==> config.mk <==
export PLATFORM = sky130hd
export DESIGN_NAME = capture_sequencer
export DESIGN_NICKNAME = d
export VERILOG_FILES = /design/src/rtl/capture_sequencer.sv
export SDC_FILE = /design/constraint.sdc
export NUM_CORES = 1
export LEC_CHECK = 0
export BUFFER_PORTS_ARGS = -buffer_cell sky130_fd_sc_hd__clkbuf_2
export CAP_MARGIN = 10
export CELL_PAD_IN_SITES_DETAIL_PLACEMENT = 1
export CELL_PAD_IN_SITES_GLOBAL_PLACEMENT = 2
export CORE_MARGIN = 4
export CORE_UTILIZATION = 38
export CTS_BUF_LIST = sky130_fd_sc_hd__clkbuf_16
export CTS_CLUSTER_DIAMETER = 40
export DETAILED_ROUTE_END_ITERATION = 12
export HOLD_SLACK_MARGIN = 0.1
export PLACE_DENSITY = 0.95
export SYNTH_ARGS = -nofsm -noshare
export SYNTH_HDL_FRONTEND = slang
export SYNTH_SLANG_ARGS = --single-unit
export TNS_END_PERCENT = 50
==> constraint.sdc <==
create_clock -name clk_i -period 11 [get_ports clk_i]
set_clock_uncertainty 0.1 [all_clocks]
set_input_delay 1.1 -clock clk_i [delete_from_list [all_inputs] [get_ports clk_i]]
set_output_delay 1.1 -clock clk_i [all_outputs]
set_load 0.1 [all_outputs]
==> src/rtl/capture_sequencer.sv <==
// Frame sequencer for lidar acquisition. It arms the trigger decoder, gates
// sample_num samples for each trigger, and repeats this pulse_num times per frame.
module capture_sequencer #(
    parameter int SAMPLE_CNT_W = 16,
    parameter int PULSE_CNT_W  = 16,
    parameter int HOLDOFF      = 8
) (
    input  logic                    clk_i,
    input  logic                    rst_i,
    input  logic                    capture_en_i,
    input  logic [SAMPLE_CNT_W-1:0] sample_num_i,
    input  logic [PULSE_CNT_W-1:0]  pulse_num_i,
    input  logic                    trigger_start_i,
    input  logic                    frame_ack_i,
    output logic                    trigger_ready_o,
    output logic                    sample_valid_o,
    output logic                    first_pulse_o,
    output logic                    frame_done_o,
    output logic                    busy_o,
    output logic [PULSE_CNT_W-1:0]  pulse_cnt_o
);

    localparam int HOLD_W = (HOLDOFF > 1) ? $clog2(HOLDOFF) : 1;
    localparam logic [HOLD_W-1:0] HOLD_LAST = HOLD_W'(HOLDOFF - 1);

    typedef enum logic [2:0] {IDLE, ARM, CAPTURE, HOLD, WAIT_ACK} state_e;

    state_e                  state_q, state_d;
    logic [SAMPLE_CNT_W-1:0] sample_num_q, sample_num_d;
    logic [PULSE_CNT_W-1:0]  pulse_num_q, pulse_num_d;
    logic [SAMPLE_CNT_W-1:0] sample_cnt_q, sample_cnt_d;
    logic [PULSE_CNT_W-1:0]  pulse_cnt_q, pulse_cnt_d;
    logic [HOLD_W-1:0]       hold_cnt_q, hold_cnt_d;

    logic trigger_ready_q, trigger_ready_d;
    logic sample_valid_q, sample_valid_d;
    logic first_pulse_q, first_pulse_d;
    logic frame_done_q, frame_done_d;
    logic busy_q, busy_d;

    logic cfg_ok;
    logic last_sample;

    assign cfg_ok      = (sample_num_i != '0) && (pulse_num_i != '0);
    assign last_sample = (sample_cnt_q == sample_num_q - 1'b1);

    always_ff @(posedge clk_i or posedge rst_i) begin
        if (rst_i) begin
            state_q         <= IDLE;
            sample_num_q    <= '0;
            pulse_num_q     <= '0;
            sample_cnt_q    <= '0;
            pulse_cnt_q     <= '0;
            hold_cnt_q      <= '0;
            trigger_ready_q <= 1'b0;
            sample_valid_q  <= 1'b0;
            first_pulse_q   <= 1'b0;
            frame_done_q    <= 1'b0;
            busy_q          <= 1'b0;
        end else begin
            state_q         <= state_d;
            sample_num_q    <= sample_num_d;
            pulse_num_q     <= pulse_num_d;
            sample_cnt_q    <= sample_cnt_d;
            pulse_cnt_q     <= pulse_cnt_d;
            hold_cnt_q      <= hold_cnt_d;
            trigger_ready_q <= trigger_ready_d;
            sample_valid_q  <= sample_valid_d;
            first_pulse_q   <= first_pulse_d;
            frame_done_q    <= frame_done_d;
            busy_q          <= busy_d;
        end
    end

    // Completing the frame on the last gate outranks an abort by the host.
    always_comb begin
        state_d      = state_q;
        sample_num_d = sample_num_q;
        pulse_num_d  = pulse_num_q;
        sample_cnt_d = sample_cnt_q;
        pulse_cnt_d  = pulse_cnt_q;
        hold_cnt_d   = hold_cnt_q;
        case (state_q)
            IDLE: begin
                if (capture_en_i && cfg_ok) begin
                    sample_num_d = sample_num_i;
                    pulse_num_d  = pulse_num_i;
                    pulse_cnt_d  = '0;
                    state_d      = ARM;
                end
            end
            ARM: begin
                if (trigger_start_i) begin
                    sample_cnt_d = '0;
                    state_d      = CAPTURE;
                end else if (!capture_en_i) begin
                    state_d = IDLE;
                end
            end
            CAPTURE: begin
                if (last_sample) begin
                    pulse_cnt_d = pulse_cnt_q + 1'b1;
                    if (pulse_cnt_q + 1'b1 == pulse_num_q) begin
                        state_d = WAIT_ACK;
                    end else if (!capture_en_i) begin
                        state_d = IDLE;
                    end else begin
                        hold_cnt_d = '0;
                        state_d    = HOLD;
                    end
                end else begin
                    sample_cnt_d = sample_cnt_q + 1'b1;
                end
            end
            HOLD: begin
                if (!capture_en_i) begin
                    state_d = IDLE;
                end else if (hold_cnt_q == HOLD_LAST) begin
                    state_d = ARM;
                end else begin
                    hold_cnt_d = hold_cnt_q + 1'b1;
                end
            end
            WAIT_ACK: begin
                if (frame_ack_i) begin
                    if (capture_en_i && cfg_ok) begin
                        sample_num_d = sample_num_i;
                        pulse_num_d  = pulse_num_i;
                        pulse_cnt_d  = '0;
                        state_d      = ARM;
                    end else begin
                        state_d = IDLE;
                    end
                end
            end
            default: state_d = IDLE;
        endcase
    end

    // Outputs are registered from the next state so they line up with the state change.
    always_comb begin
        trigger_ready_d = (state_d == ARM);
        sample_valid_d  = (state_d == CAPTURE);
        first_pulse_d   = (state_d == CAPTURE) && (pulse_cnt_d == '0);
        frame_done_d    = (state_q == CAPTURE) && (state_d == WAIT_ACK);
        busy_d          = (state_d != IDLE);
    end

    assign trigger_ready_o = trigger_ready_q;
    assign sample_valid_o  = sample_valid_q;
    assign first_pulse_o   = first_pulse_q;
    assign frame_done_o    = frame_done_q;
    assign busy_o          = busy_q;
    assign pulse_cnt_o     = pulse_cnt_q;

endmodule
# --- Yosys cells after proc, flatten, opt, wreduce, memory -nomap -nowiden ---
# Cells that the tools add are included.
totals:
  word_cells: 78
  inputBits: 37
  regBits: 75
classes:
  reduce_logical: 15
  n_addsub: 4
  n_mux: 30
  n_eq_ne: 18
op_table:
  columns: ["operator", "count"]
  rows:
  - ["16-bit 2-to-1 mux", 9]
  - ["16-bit case mux with 2 select lines", 3]
  - ["16-bit case mux with 3 select lines", 1]
  - ["3-bit 2-to-1 mux", 13]
  - ["16-bit by 1-bit adder with 16-bit output (second input constant)", 2]
  - ["16-bit equality test", 2]
  - ["16-bit nonzero test", 2]
  - ["16-bit logical NOT", 1]
  - ["2-bit != test (second input constant)", 8]
  - ["16-bit by 1-bit subtractor with 16-bit output (second input constant)", 1]
  - ["3-bit case mux with 5 select lines", 1]
  - ["3-bit by 2-bit equality test with 1-bit output (second input constant)", 3]
  - ["3-bit equality test (second input constant)", 3]
  - ["3-bit by 1-bit equality test with 1-bit output (second input constant)", 2]
  - ["3-bit case mux with 2 select lines", 1]
  - ["6-bit AND reduction", 1]
  - ["2-bit nonzero test", 3]
  - ["1-bit logical AND", 4]
  - ["3-bit by 1-bit adder with 3-bit output (second input constant)", 1]
  - ["3-bit logical NOT", 1]
  - ["3-bit AND reduction", 1]
  - ["3-bit nonzero test", 1]
  - ["2-bit 2-to-1 mux", 1]
  - ["2-bit AND reduction", 1]
  - ["1-bit 2-to-1 mux", 1]

# --- Depth between registers and ports, before layout ---
# Gate-level depths: netlist of run 1.
depth:
  depth_word: 8
  mapped_depth: 13
  ltp_nobuf: 13

# --- Worst setup path before layout of run 1 ---
# OpenSTA, ideal clock, no wires.
synth_path:
  kind: "flip-flop to flip-flop"
  startpoint: "register sample_num_q[0]"
  endpoint: "register first_pulse_q, in the netlist first_pulse_o"
  path_stages_with_launch: 14
  n_path_buf: 1
  arrival_time_ns: 3.349
  t_required_ns: 10.804
  setup_time_ns: 0.096
  slack_ns: 7.455
  cell_sequence: "dfrtp_1 > inv_1 > ha_1 > nor3b_2 > a21oi_1 > a211o_1 > or4_4 > or4_4 > o21ai_4 > nand2_2 > buf_6 > o21ai_1 > or4b_1 > nor4_2"
synth_between:
  elab_chain_len: 6
  word_cells_on_any_way: 9
synth_rtl:
  columns: ["element", "line", "rtl"]
  rows:
  - ["start: declaration", "29", "logic [SAMPLE_CNT_W-1:0] sample_num_q, sample_num_d;"]
  - ["start signal: assignment", "62", "sample_num_q <= sample_num_d;"]
  - ["16-bit by 1-bit subtractor with 16-bit output (*)", "45", "assign last_sample = (sample_cnt_q == sample_num_q - 1'b1);"]
  - ["16-bit equality test (*)", "45", null]
  - ["16-bit 2-to-1 mux / 3-bit 2-to-1 mux (equally long branches)", "101", "if (last_sample) begin"]
  - ["16-bit case mux with 3 select lines / 3-bit case mux with 5 select lines (equally long branches)", "83", "case (state_q)"]
  - ["16-bit logical NOT / 3-bit by 2-bit equality test with 1-bit output (equally long branches)", "144", "first_pulse_d = (state_d == CAPTURE) && (pulse_cnt_d == '0);"]
  - ["1-bit logical AND (*)", "144", null]
  - ["named net first_pulse_d", "37", "logic first_pulse_q, first_pulse_d;"]
  - ["end signal: assignment", "69", "first_pulse_q <= first_pulse_d;"]
  - ["end: declaration", "37", null]
# The timed path passes the listed nets; every way through them passes the cells marked *.
# A chain may end at the register's enable or synchronous reset.

# --- Final worst setup path of run 1 ---
# Same ends and word-level chain as after synthesis.

==> results_dict.tcl, run 1 <==
set metrics [dict create \
    ys_types 70 \
    cts-resized-gates 0 \
    core_area_um2 11500 \
    async_flop_share_pct 100 \
    worstReg2RegStart "sample_num_q[0]$_DFFE_PP0P_" \
    rows 39 \
    hpwlAfterDp_mm 9.87 \
    grt_pass1_wl_mm 22.5 \
    status "finished clean" \
    crit_slowest_cell "nor4_1" \
    syn_area_um2 4520 \
    crit_buf_inv 1 \
    grt_pass1_vias 4417 \
    synth.largest_area_cell "dfrtp_1" \
    cpLargestDelayFamily "simple AND/OR/NAND/NOR gates" \
    area_growth_pct 15.5 \
    critical_path.max_stage_delay_ns 0.72 \
    cts_inserted_buffers 9 \
    crit_path_max_fanout 10 \
    p_leak_nw 2.33 \
    drtIter0Drc 324 \
    synth_ff_type "dfrtp_1" \
    io_pins 58 \
    cp.depth 12 \
    start_util_pct 39.2 \
    seqCellArea_um2 1880 \
    gp_congestion 0.888 \
    postSynthAreaPerCell_um2 8.49 \
    hold_path_class "reg2reg" \
    wl_per_cell_um 18.3 \
    drive_gt1_share_pct 16.0 \
    yosys_warnings 0 \
    worstSetupPathType "reg2reg" \
    crit_arrival_ns 4.25 \
    synth_edf_count 0 \
    worst_pin_slew_ns 0.987 \
    die_area_um2 13700 \
    hold_buffers 0 \
    fin_setup_tns_ns 0 \
    startpoint_type "register" \
    netlist_top_cells_area "dfrtp_1 42%, nand2_1 10%, xnor2_1 7.6%, nor2_1 2.7%, o21ai_0 2.5%" \
    cap_violations 0 \
    setup_violations 0 \
    antenna_cells 0 \
    antenna_found_initial 0 \
    nNetsFinal 623 \
    ys_seq_area_share_pct 41.6 \
    rsz0062_at_grt "false" \
    fin_crit_sh_pct 37.3 \
    cp-end-kind "register" \
    wl_mm 13.4 \
    insertion_delay_ns 0.34 \
    p_per_area_nw_per_um2 269 \
    n_fill_cell 1396 \
    cts_tree "yes" \
    reg2regPathDepth 12 \
    die_w_um 117 \
    cts_root_buf "clkbuf_16" \
    htreeDepth 3 \
    grt.overflow.total 0 \
    clkSlewWorstSetupHoldPaths_ns 0.06 \
    drv_slew 0 \
    viasPerCell 5.64 \
    hold_viol 0 \
    syn_inst 532 \
    r2r_end "first_pulse_o$_DFF_PP0_" \
    netlist.area_leader.share_pct 41.6 \
    die_y_um 117 \
    crit_end "first_pulse_o$_DFF_PP0_" \
    clkSinkCount 75 \
    multi_input_area_um2 2480 \
    finalPower_mw 1.40 \
    fmax_mhz 244 \
    worstPathRequired_ns 11.15 \
    crit_chain "inv_1 -> ha_1 -> nor3b_2 -> a21oi_1 -> a211o_1 -> or4_4 -> nor4_1 -> nand2_2 -> or2_1 -> a22oi_1 -> o21bai_1 -> nor4_2" \
    crit_start "sample_num_q[0]$_DFFE_PP0P_" \
    syn_nets 574 \
    maxSlewHeadroom_pct 34.2 \
    cts_setup_buffers 0 \
    first_pass_iters 4 \
    grt_max_degree 76 \
    period_needed_ns 4.11 \
    postRouteAntennaNets 0 \
    numPortBuffers 57 \
    finalCoreUtilization_pct 45.3 \
    vias 4112 \
    route.detailed.drc 0 \
    clockBufferDepth 2 \
    ir_drop_v 0.0000908 \
    reg2reg_slack_ns 6.89 \
    synth-seq-cells 75 \
    gr-usage-all-layers_pct 21.0 \
]
area by class of cell:
class | instances | area share [%]
inverters | 15 | 1.08
well taps | 143 | 3.43
multi-input cells | 419 | 47.6
clock inverters | 7 | 1.58
clock buffers | 9 | 4.32
repair buffers | 61 | 6.04
flip-flops and latches | 75 | 36.0
flip-flops by register name, indices dropped and copies added (netlist names):
name	count
first_pulse_o	1
sample_valid_o	1
state_q	3
busy_o	1
sample_num_q	16
trigger_ready_o	1
sample_cnt_q	16
frame_done_o	1
pulse_num_q	16
hold_cnt_q	3
pulse_cnt_o	16
layer usage:
layer  up-vias  global-route usage [%]  routed length (um)
met5         -                       0                   0
met4         0                    6.88                 242
met3        17                    3.24                 499
met2        75                    33.4                6210
met1      2049                    29.3                6420
li1       1971                       -                   -
tightest hold or removal path, delay by kind of cell, from the launching register on:
family	cells	cell delay, ns
flip-flops	1	0.35
AND/OR/NAND/NOR	2	0.10
cell usage in the layout (no fill, tap or decap), types with 3 or more instances in the layout:
cell type and instances:
nand2_1 123, dfrtp_1 75, clkbuf_2 57, xnor2_1 39
nor2_1 33, o21ai_0 23, nand3_1 22, nor3_1 17
nor4_1 14, a21oi_1 14, inv_1 13, xor2_1 13
nand4_1 10, and3_1 10, o31ai_1 9, clkbuf_16 9
or3_1 6, a31oi_1 6, nor2b_1 5, clkinv_1 5
ha_1 5, nand2b_1 4, or4_1 4, buf_4 4
o41ai_1 3, o21a_1 3, and2_1 3
kinds of logic (layout without fill, tap and decap cells):
logic type,count (synthesis),in the layout,share of synthesized area (%)
XOR/XNOR,52,52,10.1
flip-flops,75,75,41.6
adder cells (fa/ha/maj),6,6,1.61
AO/OA/AOI/OAI,86,86,12.9
AND/OR/NAND/NOR,272,272,29.6
multiplexers,3,3,0.720
buffers and inverters,38,92,3.49
how the worst min path moves through the flow:
stage	from	end	slack, ns	cells after the start
final	pulse_num_q[6]$_DFFE_PP0P_	pulse_num_q[6]$_DFFE_PP0P_	0.39	2
after global routing	pulse_num_q[11]$_DFFE_PP0P_	pulse_num_q[11]$_DFFE_PP0P_	0.42	2
after CTS	pulse_num_q[11]$_DFFE_PP0P_	pulse_num_q[11]$_DFFE_PP0P_	0.40	2
after detailed placement	pulse_num_q[11]$_DFFE_PP0P_	pulse_num_q[11]$_DFFE_PP0P_	0.38	2
after global placement	sample_num_q[15]$_DFFE_PP0P_	sample_num_q[15]$_DFFE_PP0P_	0.38	2
after floorplan	pulse_num_q[13]$_DFFE_PP0P_	pulse_num_q[13]$_DFFE_PP0P_	0.37	2
per-stage QoR:
| stage | worst slack (ns) | instance area [um^2] | hold WS [ns] | std cells |
|---|---|---|---|---|
| 3_3_place_gp | 7.20 | 4910 | 0.383 | 713 |
| 2_1_floorplan | 7.45 | 4520 | 0.365 | 532 |
| 4_1_cts | 6.91 | 5220 | 0.399 | 729 |
| 5_1_grt | 6.48 | 5220 | 0.421 | 729 |
| 6_report | 6.89 | 5220 | 0.393 | 729 |
| 3_5_place_dp | 6.97 | 4910 | 0.384 | 713 |
cells in the mapped netlist, types with 2 or more instances:
cell       count
a21o_1         2
and2_1         3
nor4_1        14
clkbuf_1      18
ha_1           5
nor2_1        33
and3_1        10
nand3_1       22
nand2_1      123
nand4_1       10
nor2b_1        5
a211o_1        2
mux2_2         2
nor4b_1        2
or3_1          6
and4_1         2
a21oi_1       14
inv_1         14
o41ai_1        3
o21ai_0       23
or4_1          4
nor3_1        17
xnor2_1       39
nand2b_1       4
a22o_1         2
xor2_1        13
dfrtp_1       75
a31oi_1        6
nand2_2        2
a21boi_0       2
o31ai_1        9
nor4_2         2
buf_2          3
o2111ai_1      2
o21a_1         3
or4_4          2
where the power goes:
group,leakage (nW),total [mW],internal (mW),switching (mW)
Clock,0.146,0.310,0.195,0.115
Sequential,0.973,0.499,0.367,0.132
Combinational,1.21,0.592,0.221,0.372
No activity file was read; power rests on OpenSTA's default activity.
==> run 2, diff against run 1 <==
--- a/config.mk
+++ b/config.mk
@@ -10,12 +10,12 @@
 export CELL_PAD_IN_SITES_DETAIL_PLACEMENT = 1
 export CELL_PAD_IN_SITES_GLOBAL_PLACEMENT = 2
 export CORE_MARGIN = 4
-export CORE_UTILIZATION = 38
+export CORE_UTILIZATION = 35
 export CTS_BUF_LIST = sky130_fd_sc_hd__clkbuf_16
 export CTS_CLUSTER_DIAMETER = 40
 export DETAILED_ROUTE_END_ITERATION = 12
 export HOLD_SLACK_MARGIN = 0.1
-export PLACE_DENSITY = 0.95
+export PLACE_DENSITY = 0.92
 export SYNTH_ARGS = -nofsm -noshare
 export SYNTH_HDL_FRONTEND = slang
 export SYNTH_SLANG_ARGS = --single-unit
==> constraint.sdc (replaced) <==
create_clock -name clk_i -period 4 [get_ports clk_i]
set_clock_uncertainty 0.1 [all_clocks]
set_input_delay 0.4 -clock clk_i [delete_from_list [all_inputs] [get_ports clk_i]]
set_output_delay 0.4 -clock clk_i [all_outputs]
set_load 0.1 [all_outputs]
==> run 2 against run 1 <==
Maximum frequency rose by 8.4%. Cell count grew 4.9%. Global-route usage is 1.7 points lower. Combinational power increased to 2.8 times the previous value. Largest power group unchanged. Core utilization is 2.9 points lower. Via count fell by 0.54%. Critical path depth did not move. Critical endpoint unchanged.
==> results_dict.tcl, run 2 (same netlist as run 1, synthesis figures left out) <==
set metrics [dict create \
    status "finished clean" \
    place_ws_ns 0.115 \
    setup_violations 0 \
    die_y_um 122 \
    cts_inserted_buffers 9 \
    startpoint_type "register" \
    layout_common_cells "123 x nand2_1, 75 x dfrtp_1, 57 x clkbuf_2, 39 x xnor2_1, 33 x nor2_1" \
    power.switching_mw 1.70 \
    place_area_um2 4990 \
    io_pins 58 \
    grt_pass1_wl_mm 22.7 \
    worstPathRequired_ns 4.14 \
    setup_slack_ns 0.213 \
    drive_gt1_share_pct 17.4 \
    vias 4090 \
    rows 41 \
    crit_slowest_cell "or4b_1" \
    cp-end-kind "register" \
    fin_setup_tns_ns 0 \
    hold_start "pulse_num_i[14]" \
    hold_viol 0 \
    wl_per_cell_um 17.5 \
    core_area_um2 12600 \
    clkSinkCount 75 \
    postRouteAntennaNets 0 \
    period_needed_ns 3.79 \
    start_util_pct 35.8 \
    viasPerCell 5.35 \
    reg2reg_slack_ns 0.21 \
    ir_drop_v 0.000277 \
    cts_root_buf "clkbuf_16" \
    grt_pass1_vias 4437 \
    hpwlAfterDp_mm 10.2 \
    worst_pin_slew_ns 0.683 \
    pwr-share-seq_pct 34.7 \
    fin_crit_sh_pct 94.7 \
    antenna_found_initial 0 \
    crit_arrival_ns 3.92 \
    wl_mm 13.4 \
    gp_congestion 0.868 \
    reg2regPathDepth 12 \
    insertion_delay_ns 0.34 \
    finalPower_mw 3.95 \
    cpLargestDelayFamily "simple AND/OR/NAND/NOR gates" \
    netSwitchingFraction_pct 43.1 \
    grt.overflow.total 0 \
    die_w_um 122 \
    cp.depth 12 \
    cts_tree "yes" \
    critical_path.max_stage_delay_ns 0.53 \
    hold_path_class "in2reg" \
    layout_commonest_cell "nand2_1" \
    gr-usage-all-layers_pct 19.3 \
    maxSlewHeadroom_pct 54.5 \
    p_per_area_nw_per_um2 739 \
    crit_chain "inv_1 -> ha_2 -> nor3b_4 -> a21oi_1 -> a211o_1 -> or4_4 -> or4_4 -> o21ai_4 -> nand2_4 -> a21o_1 -> or4b_1 -> nor4_2" \
    grt_max_degree 53 \
    first_pass_iters 4 \
    hold_path_end "pulse_num_q[14]$_DFFE_PP0P_" \
    p_comb_share_pct 42.0 \
    r2r_end "first_pulse_o$_DFF_PP0_" \
    crit_top_cell "or4_4" \
    area_growth_pct 18.4 \
    route.detailed.drc 0 \
    hold_depth 3 \
    drv_slew 0 \
    crit_start "sample_num_q[0]$_DFFE_PP0P_" \
    nNetsFinal 630 \
    power.internal_mw 2.25 \
    cap_violations 0 \
    numPortBuffers 57 \
    drtIter0Drc 294 \
    fmax_mhz 264 \
    antenna_cells 0 \
    stdcell_area_um2 5350 \
    clockBufferDepth 2 \
    clkSlewWorstSetupHoldPaths_ns 0.06 \
    worstReg2RegStart "sample_num_q[0]$_DFFE_PP0P_" \
    crit_buf_inv 1 \
    p_leak_nw 2.39 \
    worstSetupPathType "reg2reg" \
    clkPwrFrac_pct 23.3 \
    rsz0062_at_grt "false" \
    crit_path_max_fanout 11 \
    die_area_um2 14800 \
    htreeDepth 3 \
]
==> run 2: worst max path at each step <==
stage	slack, ns	end
after floorplan	0.45	first_pulse_o$_DFF_PP0_
after global placement	0.25	first_pulse_o$_DFF_PP0_
after detailed placement	0.11	first_pulse_o$_DFF_PP0_
after CTS	0.09	first_pulse_o$_DFF_PP0_
after global routing	0.04	first_pulse_o$_DFF_PP0_
final	0.21	first_pulse_o$_DFF_PP0_
==> run 2: area by class of cell <==
type | instances | area (um^2)
clock buffers | 9 | 225
clock inverters | 7 | 108
fillers | 1541 | 7270
inverters | 15 | 56.3
multi-input cells | 419 | 2500
flip-flops and latches | 75 | 1880
well taps | 172 | 215
repair buffers | 68 | 370
==> run 2: layer usage <==
layer	track usage, %	vias up	routed length (um)
met3	2.37	16	493
met1	26.9	2015	6250
li1	-	1974	-
met5	0	-	0
met2	31.0	85	6390
met4	6.93	0	239
==> run 2: stage by stage <==
| step | cells | utilization, % | hold WS [ns] |
|---|---|---|---|
| global route | 765 | 42.4 | 0.183 |
| detailed placement | 748 | 39.5 | 0.351 |
| finish | 765 | 42.4 | 0.165 |
| global placement | 748 | 39.5 | 0.347 |
| floorplan | 532 | - | 0.365 |
| CTS | 765 | 42.3 | 0.163 |
==> run 2: timing repair <==
item                       in CTS  in global routing
hold endpoints to repair       23                  0
hold buffers                    1                  0
resized for setup               0                  3
setup buffers                   0                  0
setup endpoints to repair       0                  1
==> run 2: worst min-delay path, stage by stage <==
cell      delay (ns)
clkbuf_2        0.09
nand2_1         0.04
nand2_1         0.04
==> run 2: power by group through the flow <==
stage	clock network (mW)	logic [mW]	registers [mW]
6_report	0.921	1.66	1.37
3_3_place_gp	0	1.58	1.36
3_5_place_dp	0	1.64	1.38
4_1_cts	0.934	1.66	1.37
5_1_grt	0.968	1.85	1.42
2_1_floorplan	0	1.18	1.41
==> run 3, diff against run 2 <==
--- a/config.mk
+++ b/config.mk
@@ -5,17 +5,18 @@
 export SDC_FILE = /design/constraint.sdc
 export NUM_CORES = 1
 export LEC_CHECK = 0
+export ABC_AREA = 1
 export BUFFER_PORTS_ARGS = -buffer_cell sky130_fd_sc_hd__clkbuf_2
 export CAP_MARGIN = 10
 export CELL_PAD_IN_SITES_DETAIL_PLACEMENT = 1
 export CELL_PAD_IN_SITES_GLOBAL_PLACEMENT = 2
 export CORE_MARGIN = 4
-export CORE_UTILIZATION = 35
+export CORE_UTILIZATION = 33
 export CTS_BUF_LIST = sky130_fd_sc_hd__clkbuf_16
 export CTS_CLUSTER_DIAMETER = 40
 export DETAILED_ROUTE_END_ITERATION = 12
 export HOLD_SLACK_MARGIN = 0.1
-export PLACE_DENSITY = 0.92
+export PLACE_DENSITY = 0.93
 export SYNTH_ARGS = -nofsm -noshare
 export SYNTH_HDL_FRONTEND = slang
 export SYNTH_SLANG_ARGS = --single-unit
==> constraint.sdc (replaced) <==
create_clock -name clk_i -period 3.9 [get_ports clk_i]
set_clock_uncertainty 0.1 [all_clocks]
set_input_delay 0.39 -clock clk_i [delete_from_list [all_inputs] [get_ports clk_i]]
set_output_delay 0.39 -clock clk_i [all_outputs]
set_load 0.1 [all_outputs]
==> run 3 against run 2 <==
Worst setup slack improved by 0.69 ns. Critical path type unchanged. Clock power decreased by 11%. Critical path depth increased by 1. Global-route usage decreased by 0.79 points. Sequential share of layout area decreased by 2.8 points. Combinational power increased by 8%. Sequential power decreased by 9%. Final area increased by 8.5%. Cell count increased by 31%. Die area increased by 16%. Maximum frequency increased by 26%. Sequential cell count unchanged.
==> results_dict.tcl, run 3 <==
set metrics [dict create \
    status "finished clean" \
    worstPathRequired_ns 4.09 \
    antenna_found_initial 0 \
    startpoint_type "register" \
    crit_top_cell "nand2_1" \
    ys_seq_area_share_pct 37.5 \
    yosysMostFrequentCell "nand2_1" \
    insertion_delay_ns 0.35 \
    period_needed_ns 3.00 \
    rsz0062_at_grt "false" \
    rows 44 \
    wl_mm 15.4 \
    io_pins 58 \
    grt_pass1_wl_mm 25.6 \
    crit_slowest_cell "dfrtp_1" \
    maxSlewHeadroom_pct 24.6 \
    clkSlewWorstSetupHoldPaths_ns 0.07 \
    crit_arrival_ns 3.19 \
    cts_inserted_buffers 9 \
    hold_depth 3 \
    synth_edf_count 0 \
    die_area_um2 17200 \
    netlist_top_cells_area "dfrtp_1 37%, nand2_1 20%, inv_1 6.4%, nor2_1 6.4%, nand3_1 5.2%" \
    syn_area_um2 5010 \
    postRouteAntennaNets 0 \
    synth_ff_type "dfrtp_1" \
    gr-usage-all-layers_pct 18.5 \
    place_ws_ns 0.840 \
    yosys-top-cells-count "269 x nand2_1, 86 x inv_1, 86 x nor2_1" \
    critical_path.max_stage_delay_ns 0.53 \
    fin_setup_tns_ns 0 \
    timing.hold.ws_ns 0.163 \
    grt_max_degree 52 \
    async_flop_share_pct 100 \
    p_per_area_nw_per_um2 664 \
    grt_pass1_vias 5104 \
    setup_violations 0 \
    nNetsFinal 854 \
    worst_pin_slew_ns 1.13 \
    postSynthAreaPerCell_um2 6.69 \
    hold_path_class "in2reg" \
    htreeDepth 3 \
    netlist.area_leader.share_pct 37.5 \
    clkSinkCount 75 \
    drive_gt1_share_pct 13.8 \
    layout_common_cells "269 x nand2_1, 85 x inv_1, 85 x nor2_1, 75 x dfrtp_1, 57 x clkbuf_2" \
    first_pass_iters 4 \
    cpLargestDelayFamily "simple AND/OR/NAND/NOR gates" \
    worstSetupPathType "reg2reg" \
    crit_chain "ha_1 -> nand2_1 -> nor2_1 -> nand2_1 -> xnor2_1 -> nor2_1 -> nor4_1 -> nand3_1 -> nor3_1 -> nand4_1 -> nand2_1 -> nand2_1 -> inv_1" \
    cap_violations 0 \
    ys_types 39 \
    core_area_um2 14700 \
    setup_slack_ns 0.899 \
    antenna_cells 0 \
    yosys_warnings 0 \
    route.detailed.drc 0 \
    hold_viol 0 \
    gp_congestion 0.825 \
    layout_commonest_cell "nand2_1" \
    cp.depth 13 \
    numPortBuffers 57 \
    hpwlAfterDp_mm 12.2 \
    fin_crit_sh_pct 76.9 \
    syn_inst 749 \
    clockBufferDepth 2 \
    start_util_pct 34.1 \
    area_growth_pct 15.9 \
    drtIter0Drc 243 \
    p_leak_nw 2.98 \
    synth.largest_area_cell "dfrtp_1" \
    die_y_um 131 \
    cts_tree "yes" \
    wl_per_cell_um 15.4 \
    grt.overflow.total 0 \
    crit_path_max_fanout 7 \
    cts-resized-gates 0 \
    vias 4924 \
    drv_slew 0 \
    cp-end-kind "register" \
    syn_nets 791 \
    ir_drop_v 0.000193 \
    cts_root_buf "clkbuf_16" \
    fmax_mhz 333 \
    synth-seq-cells 75 \
    crit_buf_inv 1 \
    die_w_um 131 \
    reg2regPathDepth 13 \
    viasPerCell 4.92 \
]
[run 3: final cells by class]
cell class              count  area (um^2)
clock buffers               9          225
clock inverters             7         60.1
fillers                  1923         8900
inverters                  91          343
multi-input cells         574         2750
flip-flops and latches     75         1880
well taps                 184          230
repair buffers             61          318
[run 3: worst paths after layout]
| check | start | end | slack, ns |
|---|---|---|---|
| worst max-delay path | pulse_cnt_o[0]$_DFF_PP0_ | state_q[2]$_DFF_PP0_ | 0.90 |
| worst min-delay path | pulse_num_i[3] | pulse_num_q[3]$_DFFE_PP0P_ | 0.16 |
| worst max register to register | pulse_cnt_o[0]$_DFF_PP0_ | state_q[2]$_DFF_PP0_ | 0.90 |
| worst min register to register | pulse_num_q[1]$_DFFE_PP0P_ | pulse_num_q[1]$_DFFE_PP0P_ | 0.39 |
| max in group asynchronous | rst_i | pulse_cnt_o[1]$_DFF_PP0_ | 2.17 |
| min in group asynchronous | rst_i | sample_num_q[2]$_DFFE_PP0P_ | 0.60 |
[run 3: kinds of logic after synthesis]
logic type | count (synthesis) | synth area share [%]
flip-flops | 75 | 37.5
buffers and inverters | 100 | 7.75
AO/OA/AOI/OAI | 59 | 6.50
AND/OR/NAND/NOR | 492 | 43.9
adder cells (fa/ha/maj) | 5 | 1.25
XOR/XNOR | 18 | 3.15
[run 3: repair_timing]
action / CTS / global route
buffers inserted: 0 / 0
hold buffers: 1 / 0
hold endpoints to repair: 32 / 0
[run 3: where the power goes]
group	total (mW)	switching (mW)	internal [mW]
Sequential	1.25	0.238	1.01
Combinational	1.79	1.23	0.551
Clock	0.818	0.376	0.442
Total	3.85	1.85	2.00
[run 3: worst reg2reg max path: stages (launching register included)]
cell and delay [ns]:
dfrtp_1 0.53, ha_1 0.23, nand2_1 0.09, nor2_1 0.26, nand2_1 0.14, xnor2_1 0.27
nor2_1 0.09, nor4_1 0.48, nand3_1 0.13, nor3_1 0.19, nand4_1 0.20, nand2_1 0.11
nand2_1 0.07, inv_1 0.07
[run 3: per-layer routing]
layer | vias up | share of wire, % | track usage [%]
met4 | 0 | 2.2 | 6.07
met2 | 85 | 49 | 32.3
met1 | 2309 | 45 | 22.9
li1 | 2505 | - | -
met5 | - | 0 | 0
met3 | 25 | 3.7 | 3.94
[run 3: stage by stage]
stage / power (mW) / instance area (um^2) / utilization, % / cells
floorplan: 2.60 / 5010 / - / 749
global placement: 3.03 / 5510 / 37.5 / 984
detailed placement: 3.07 / 5510 / 37.5 / 984
CTS: 3.91 / 5800 / 39.5 / 1001
global route: 4.22 / 5800 / 39.5 / 1001
finish: 3.85 / 5800 / 39.5 / 1001
